### src/rtl/dmem_port_arbiter_pkg.sv
// Shared definitions for the data-memory port arbiter: state encoding, bus
// width and reset value of the data path.
package dmem_port_arbiter_pkg;

    typedef enum logic [1:0] {
        ARB_IDLE   = 2'd0,
        ARB_SECOND = 2'd1,
        ARB_DONE   = 2'd2
    } arb_state_e;

    localparam int          DATA_BUS     = 32;
    localparam logic [31:0] DATA_INITIAL = 32'h0000_0000;

    // Byte strobes only reach the memory for stores.
    function automatic logic [3:0] strobe_gate(input logic we, input logic [3:0] wea);
        return we ? wea : 4'b0000;
    endfunction

endpackage

### src/rtl/dmem_port_arbiter.sv
// Shares one asynchronous-read data-memory port between two memory-stage lanes,
// serialising same-cycle accesses in program order with a one-cycle stall.
//
// state      | meaning
// ARB_IDLE   | single access passes through; dual access serves older lane
// ARB_SECOND | younger lane served, older result replayed from hold_old
// ARB_DONE   | pair complete but pipeline frozen; replay both results, no access
module dmem_port_arbiter
    import dmem_port_arbiter_pkg::*;
#(
    parameter int DW = DATA_BUS,
    parameter int CW = 32
) (
    input  logic          clk,
    input  logic          rst,
    input  logic          ext_stop_i,
    input  logic          older_i,
    input  logic          req0_i,
    input  logic          req1_i,
    input  logic          we0_i,
    input  logic          we1_i,
    input  logic [3:0]    wea0_i,
    input  logic [3:0]    wea1_i,
    input  logic [DW-1:0] addr0_i,
    input  logic [DW-1:0] addr1_i,
    input  logic [DW-1:0] wdata0_i,
    input  logic [DW-1:0] wdata1_i,
    output logic [DW-1:0] rdata0_o,
    output logic [DW-1:0] rdata1_o,
    output logic          stall_o,
    output logic          mem_w_o,
    output logic [3:0]    mem_wea_o,
    output logic [DW-1:0] mem_addr_o,
    output logic [DW-1:0] mem_wdata_o,
    input  logic [DW-1:0] mem_rdata_i,
    output logic [CW-1:0] conflict_cnt_o
);

    arb_state_e    state_q, state_d;
    logic          ord_q, ord_d;
    logic [DW-1:0] hold_old_q, hold_old_d;
    logic [DW-1:0] hold_yng_q, hold_yng_d;
    logic [CW-1:0] cnt_q, cnt_d;

    logic          sel_valid;
    logic          sel_lane;
    logic          yng_req;
    logic [DW-1:0] old_rd;
    logic [DW-1:0] yng_rd;
    logic          we_sel;
    logic [3:0]    wea_sel;

    always_comb begin
        state_d    = state_q;
        ord_d      = ord_q;
        hold_old_d = hold_old_q;
        hold_yng_d = hold_yng_q;
        cnt_d      = cnt_q;
        sel_valid  = 1'b0;
        sel_lane   = 1'b0;
        stall_o    = 1'b0;
        rdata0_o   = '0;
        rdata1_o   = '0;
        old_rd     = '0;
        yng_rd     = '0;
        yng_req    = ord_q ? req0_i : req1_i;

        unique case (state_q)
            ARB_IDLE: begin
                if (req0_i && req1_i) begin
                    sel_valid  = 1'b1;
                    sel_lane   = older_i;
                    stall_o    = 1'b1;
                    ord_d      = older_i;
                    hold_old_d = mem_rdata_i;
                    cnt_d      = cnt_q + 1'b1;
                    state_d    = ARB_SECOND;
                    if (older_i) rdata1_o = mem_rdata_i;
                    else         rdata0_o = mem_rdata_i;
                end else if (req0_i) begin
                    sel_valid = 1'b1;
                    sel_lane  = 1'b0;
                    rdata0_o  = mem_rdata_i;
                end else if (req1_i) begin
                    sel_valid = 1'b1;
                    sel_lane  = 1'b1;
                    rdata1_o  = mem_rdata_i;
                end
            end
            ARB_SECOND: begin
                // A reset landing here aborts the pair before the younger access.
                if (yng_req && !rst) begin
                    sel_valid = 1'b1;
                    sel_lane  = ~ord_q;
                    yng_rd    = mem_rdata_i;
                end
                old_rd     = hold_old_q;
                hold_yng_d = yng_rd;
                state_d    = ext_stop_i ? ARB_DONE : ARB_IDLE;
            end
            default: begin
                old_rd = hold_old_q;
                yng_rd = hold_yng_q;
                if (!ext_stop_i) state_d = ARB_IDLE;
            end
        endcase

        if (state_q != ARB_IDLE) begin
            rdata0_o = ord_q ? yng_rd : old_rd;
            rdata1_o = ord_q ? old_rd : yng_rd;
        end
    end

    assign we_sel         = sel_lane ? we1_i : we0_i;
    assign wea_sel        = sel_lane ? wea1_i : wea0_i;
    assign mem_w_o        = sel_valid & we_sel;
    assign mem_wea_o      = sel_valid ? strobe_gate(we_sel, wea_sel) : 4'b0000;
    assign mem_addr_o     = sel_valid ? (sel_lane ? addr1_i : addr0_i) : '0;
    assign mem_wdata_o    = sel_valid ? (sel_lane ? wdata1_i : wdata0_i) : '0;
    assign conflict_cnt_o = cnt_q;

    always_ff @(posedge clk) begin
        if (rst) begin
            state_q    <= ARB_IDLE;
            ord_q      <= 1'b0;
            hold_old_q <= DW'(DATA_INITIAL);
            hold_yng_q <= DW'(DATA_INITIAL);
            cnt_q      <= '0;
        end else begin
            state_q    <= state_d;
            ord_q      <= ord_d;
            hold_old_q <= hold_old_d;
            hold_yng_q <= hold_yng_d;
            cnt_q      <= cnt_d;
        end
    end

endmodule

### config.mk
export PLATFORM = sky130hd
export DESIGN_NAME = dmem_port_arbiter
export DESIGN_NICKNAME = d
export VERILOG_FILES = /design/src/rtl/dmem_port_arbiter_pkg.sv /design/src/rtl/dmem_port_arbiter.sv
export SDC_FILE = /design/constraint.sdc
export NUM_CORES = 1
export LEC_CHECK = 0
export ABC_CLOCK_PERIOD_IN_PS = 2550
export CORE_AREA = 2 2 134 136
export CTS_BUF_LIST = sky130_fd_sc_hd__clkbuf_4
export CTS_CLUSTER_DIAMETER = 200
export CTS_CLUSTER_SIZE = 25
export DETAILED_ROUTE_END_ITERATION = 16
export DIE_AREA = 0 0 136 138
export PLACE_DENSITY = 0.78
export SLEW_MARGIN = 25
export SYNTH_ARGS = -nofsm -noshare
export SYNTH_HDL_FRONTEND = slang
export SYNTH_SLANG_ARGS = --single-unit
### constraint.sdc
create_clock -name clk -period 2.55 [get_ports clk]
set_input_delay 0.255 -clock clk [delete_from_list [all_inputs] [get_ports clk]]
set_output_delay 0.255 -clock clk [all_outputs]
set_load 0.02 [all_outputs]
==> metrics.csv <==
metric,value,unit
asr flop ratio synth,0,
run status,"finished, final reports clean",
hold_ws,0.351,ns
drt wl/cell,18.1,um
Worst Path Required,2.30,ns
clk slew on worst S/H paths,0.17,ns
maximum VDD drop,0.327,mV
std cell rows,49,
gr usage total,0.289,
post-place setup slack,-0.327,ns
"critical path fanouts, max",19,
average size of a mapped cell,6.43,um^2
vias in the first global route,8081,
fillers,1646,
# nets final,1539,
Tightest Hold Check Type,primary input to flip-flop,
Core ar.,0.0175,mm^2
CTS root buffer,clkbuf_4,
period utilisation layout,0.978,
height of the chip,138,um
Initial Util,0.376,
worst slew pin tran,0.652,ns
"antenna viol nets, final",0,
Final Wtd Congestion,0.939,
largest net degree at the start of global routing,66,
Post-synth EDFFs,0,
grt ovf,0,
Vias/cell,5.66,
Mapped Area,0.00659,mm^2
pins over their slew limit,0,
Slew headroom,0.566,
"Distinct cells, synth",43,
"commonest cells after routing, fill and taps aside","nand2_1, clkdlybuf4s50_1, a21oi_1",
IO Pins,342,
DRC,0,
setup TNS,0,ns
crit path kind,flip-flop to primary output,
clock skew,0.0266,ns
initial antenna violation count,4,
die width,136,um
Crit. End Element,primary output,
Yosys reg bits,99,
sequential area share after synthesis,0.301,
Clock Path Buffers,2,
top_reg_cell synth,dfxtp_1,
Syn Inst Count,1025,
H-tree level count,3,
DIE AREA,0.0188,mm^2
Syn Nets,1202,
wire length of the first global-routing pass,44000,um
dpl hpwl,20600,um
Critical Path AT,2.24,ns
Final Hold Viols,0,
number of buffers created by CTS,9,
DR pass1 iterations,5,
Startpoint Class,flip-flop,
Yosys Warn Count,0,
max-cap viol count,0,
Static Leak,4.07,nW
DRT iter0 DRCs,582,
CTS Sinks,99,
clk_lat worst skew,0.46,ns
PD cells,398,mW/mm^2
Final setup viols,0,
"Hold-fix buffers, CTS",0,
power consumption,4.22,mW
fin crit period,2.49,ns
IO buf count,341,
area delta synth->final,60.9,%
Vias,9052,
Peak Freq,401,MHz
post-route setup slack,0.0568,ns
layout cell share with drive strength beyond 1,0.191,
CTS tree,built,
"most common cell after layout, fill and taps aside",nand2_1,
WL final,29000,um
## layout make-up
type / count / area [um^2] / share of cell area
sequential: 99 / 1990 / 0.188
inverter: 8 / 30.0 / 0.00283
multi-input combinational: 824 / 4270 / 0.402
clock buffer: 10 / 75.1 / 0.00708
tap: 229 / 287 / 0.0270
timing repair buffer: 420 / 3830 / 0.362
antenna: 4 / 10.0 / 0.000944
clock inverter: 6 / 111 / 0.0105
## logic make-up (layout without fill, tap and decap cells)
logic type	count (synthesis)	after routing	synth area share
other	0	4	0
xor gates and xnor gates	9	9	0.0120
muxes	3	3	0.00513
DFF	99	99	0.301
buffers and inverters	102	444	0.0632
and+or+nand+nor	443	443	0.289
AOI/OAI and AO/OA	368	368	0.328
adders and majority gates	1	1	0.00190
## where the power goes
part / internal, mW / leakage [nW] / switching (mW) / total, mW
combinational: 0.696 / 3.17 / 0.864 / 1.56
sequential: 1.58 / 0.803 / 0.0264 / 1.61
clock: 0.510 / 0.0987 / 0.547 / 1.06
## sequential cells by signal (all words and copies together) (netlist names)
| signal | cells |
|---|---|
| hold_old_q | 32 |
| hold_yng_q | 32 |
| ord_q | 1 |
| conflict_cnt_o | 32 |
| state_q | 2 |
## through the flow
step            util  instance area (um^2)  instances
2_1_floorplan      -                  6590       1025
3_3_place_gp   0.607                 10600       1567
3_5_place_dp   0.607                 10600       1567
4_1_cts        0.616                 10800       1587
5_1_grt        0.605                 10600       1600
6_report       0.605                 10600       1600
## what timing repair did
action / CTS / global route
pin swaps: 2 / 2
setup buffers: 1 / 8
setup endpoints to repair: 129 / 124
resized for setup: 441 / 136
cloned: 3 / 1
## per-layer routing
layer,vias up,share of wire,global-route usage
li1,4309,-,-
met1,4219,0.39,0.357
met2,462,0.48,0.477
met3,62,0.092,0.0616
met4,0,0.033,0.133
met5,-,0,0
## worst max-delay path: stages, from the launching register on
cell             delay [ns]
dfxtp_4                0.39
nor3b_2                0.19
buf_4                  0.15
o21a_4                 0.19
buf_12                 0.17
a221oi_1               0.09
o21ai_1                0.27
clkdlybuf4s15_2        0.30
## cells in the mapped netlist (all sizes together), types with 2 or more instances
library cell	count	share of area
xnor2	4	0.0053
dfxtp	99	0.30
or4	6	0.0074
o31ai	5	0.0057
nor4	3	0.0038
nor2	16	0.0091
and3	10	0.0095
nand2	344	0.20
and4	5	0.0066
inv	7	0.0040
mux2	3	0.0051
nor2b	4	0.0038
o311ai	8	0.011
nor3	3	0.0023
and2	4	0.0038
o21ai	133	0.10
nand4	11	0.011
nand3	18	0.014
a221oi	63	0.084
buf	21	0.017
xor2	5	0.0066
o41ai	8	0.011
or2	9	0.0085
a21oi	148	0.11
or3	6	0.0057
nand2b	2	0.0019
clkbuf	73	0.042
## worst paths after layout
path              cells past startpoint  slack [ns]                        start                         endpoint
setup reg to reg                      5        0.44      state_q[0]$_SDFFE_PP0P_  conflict_cnt_o[29]$_SDFFE_PP0P_
hold reg to reg                       2        0.47  hold_old_q[22]$_SDFFE_PP0P_      hold_old_q[22]$_SDFFE_PP0P_
hold / removal                        3        0.35                          rst  conflict_cnt_o[14]$_SDFFE_PP0P_
setup / recovery                      7        0.06      state_q[1]$_SDFFE_PP0P_                     rdata1_o[22]
No activity file was read; power rests on OpenSTA's default activity.
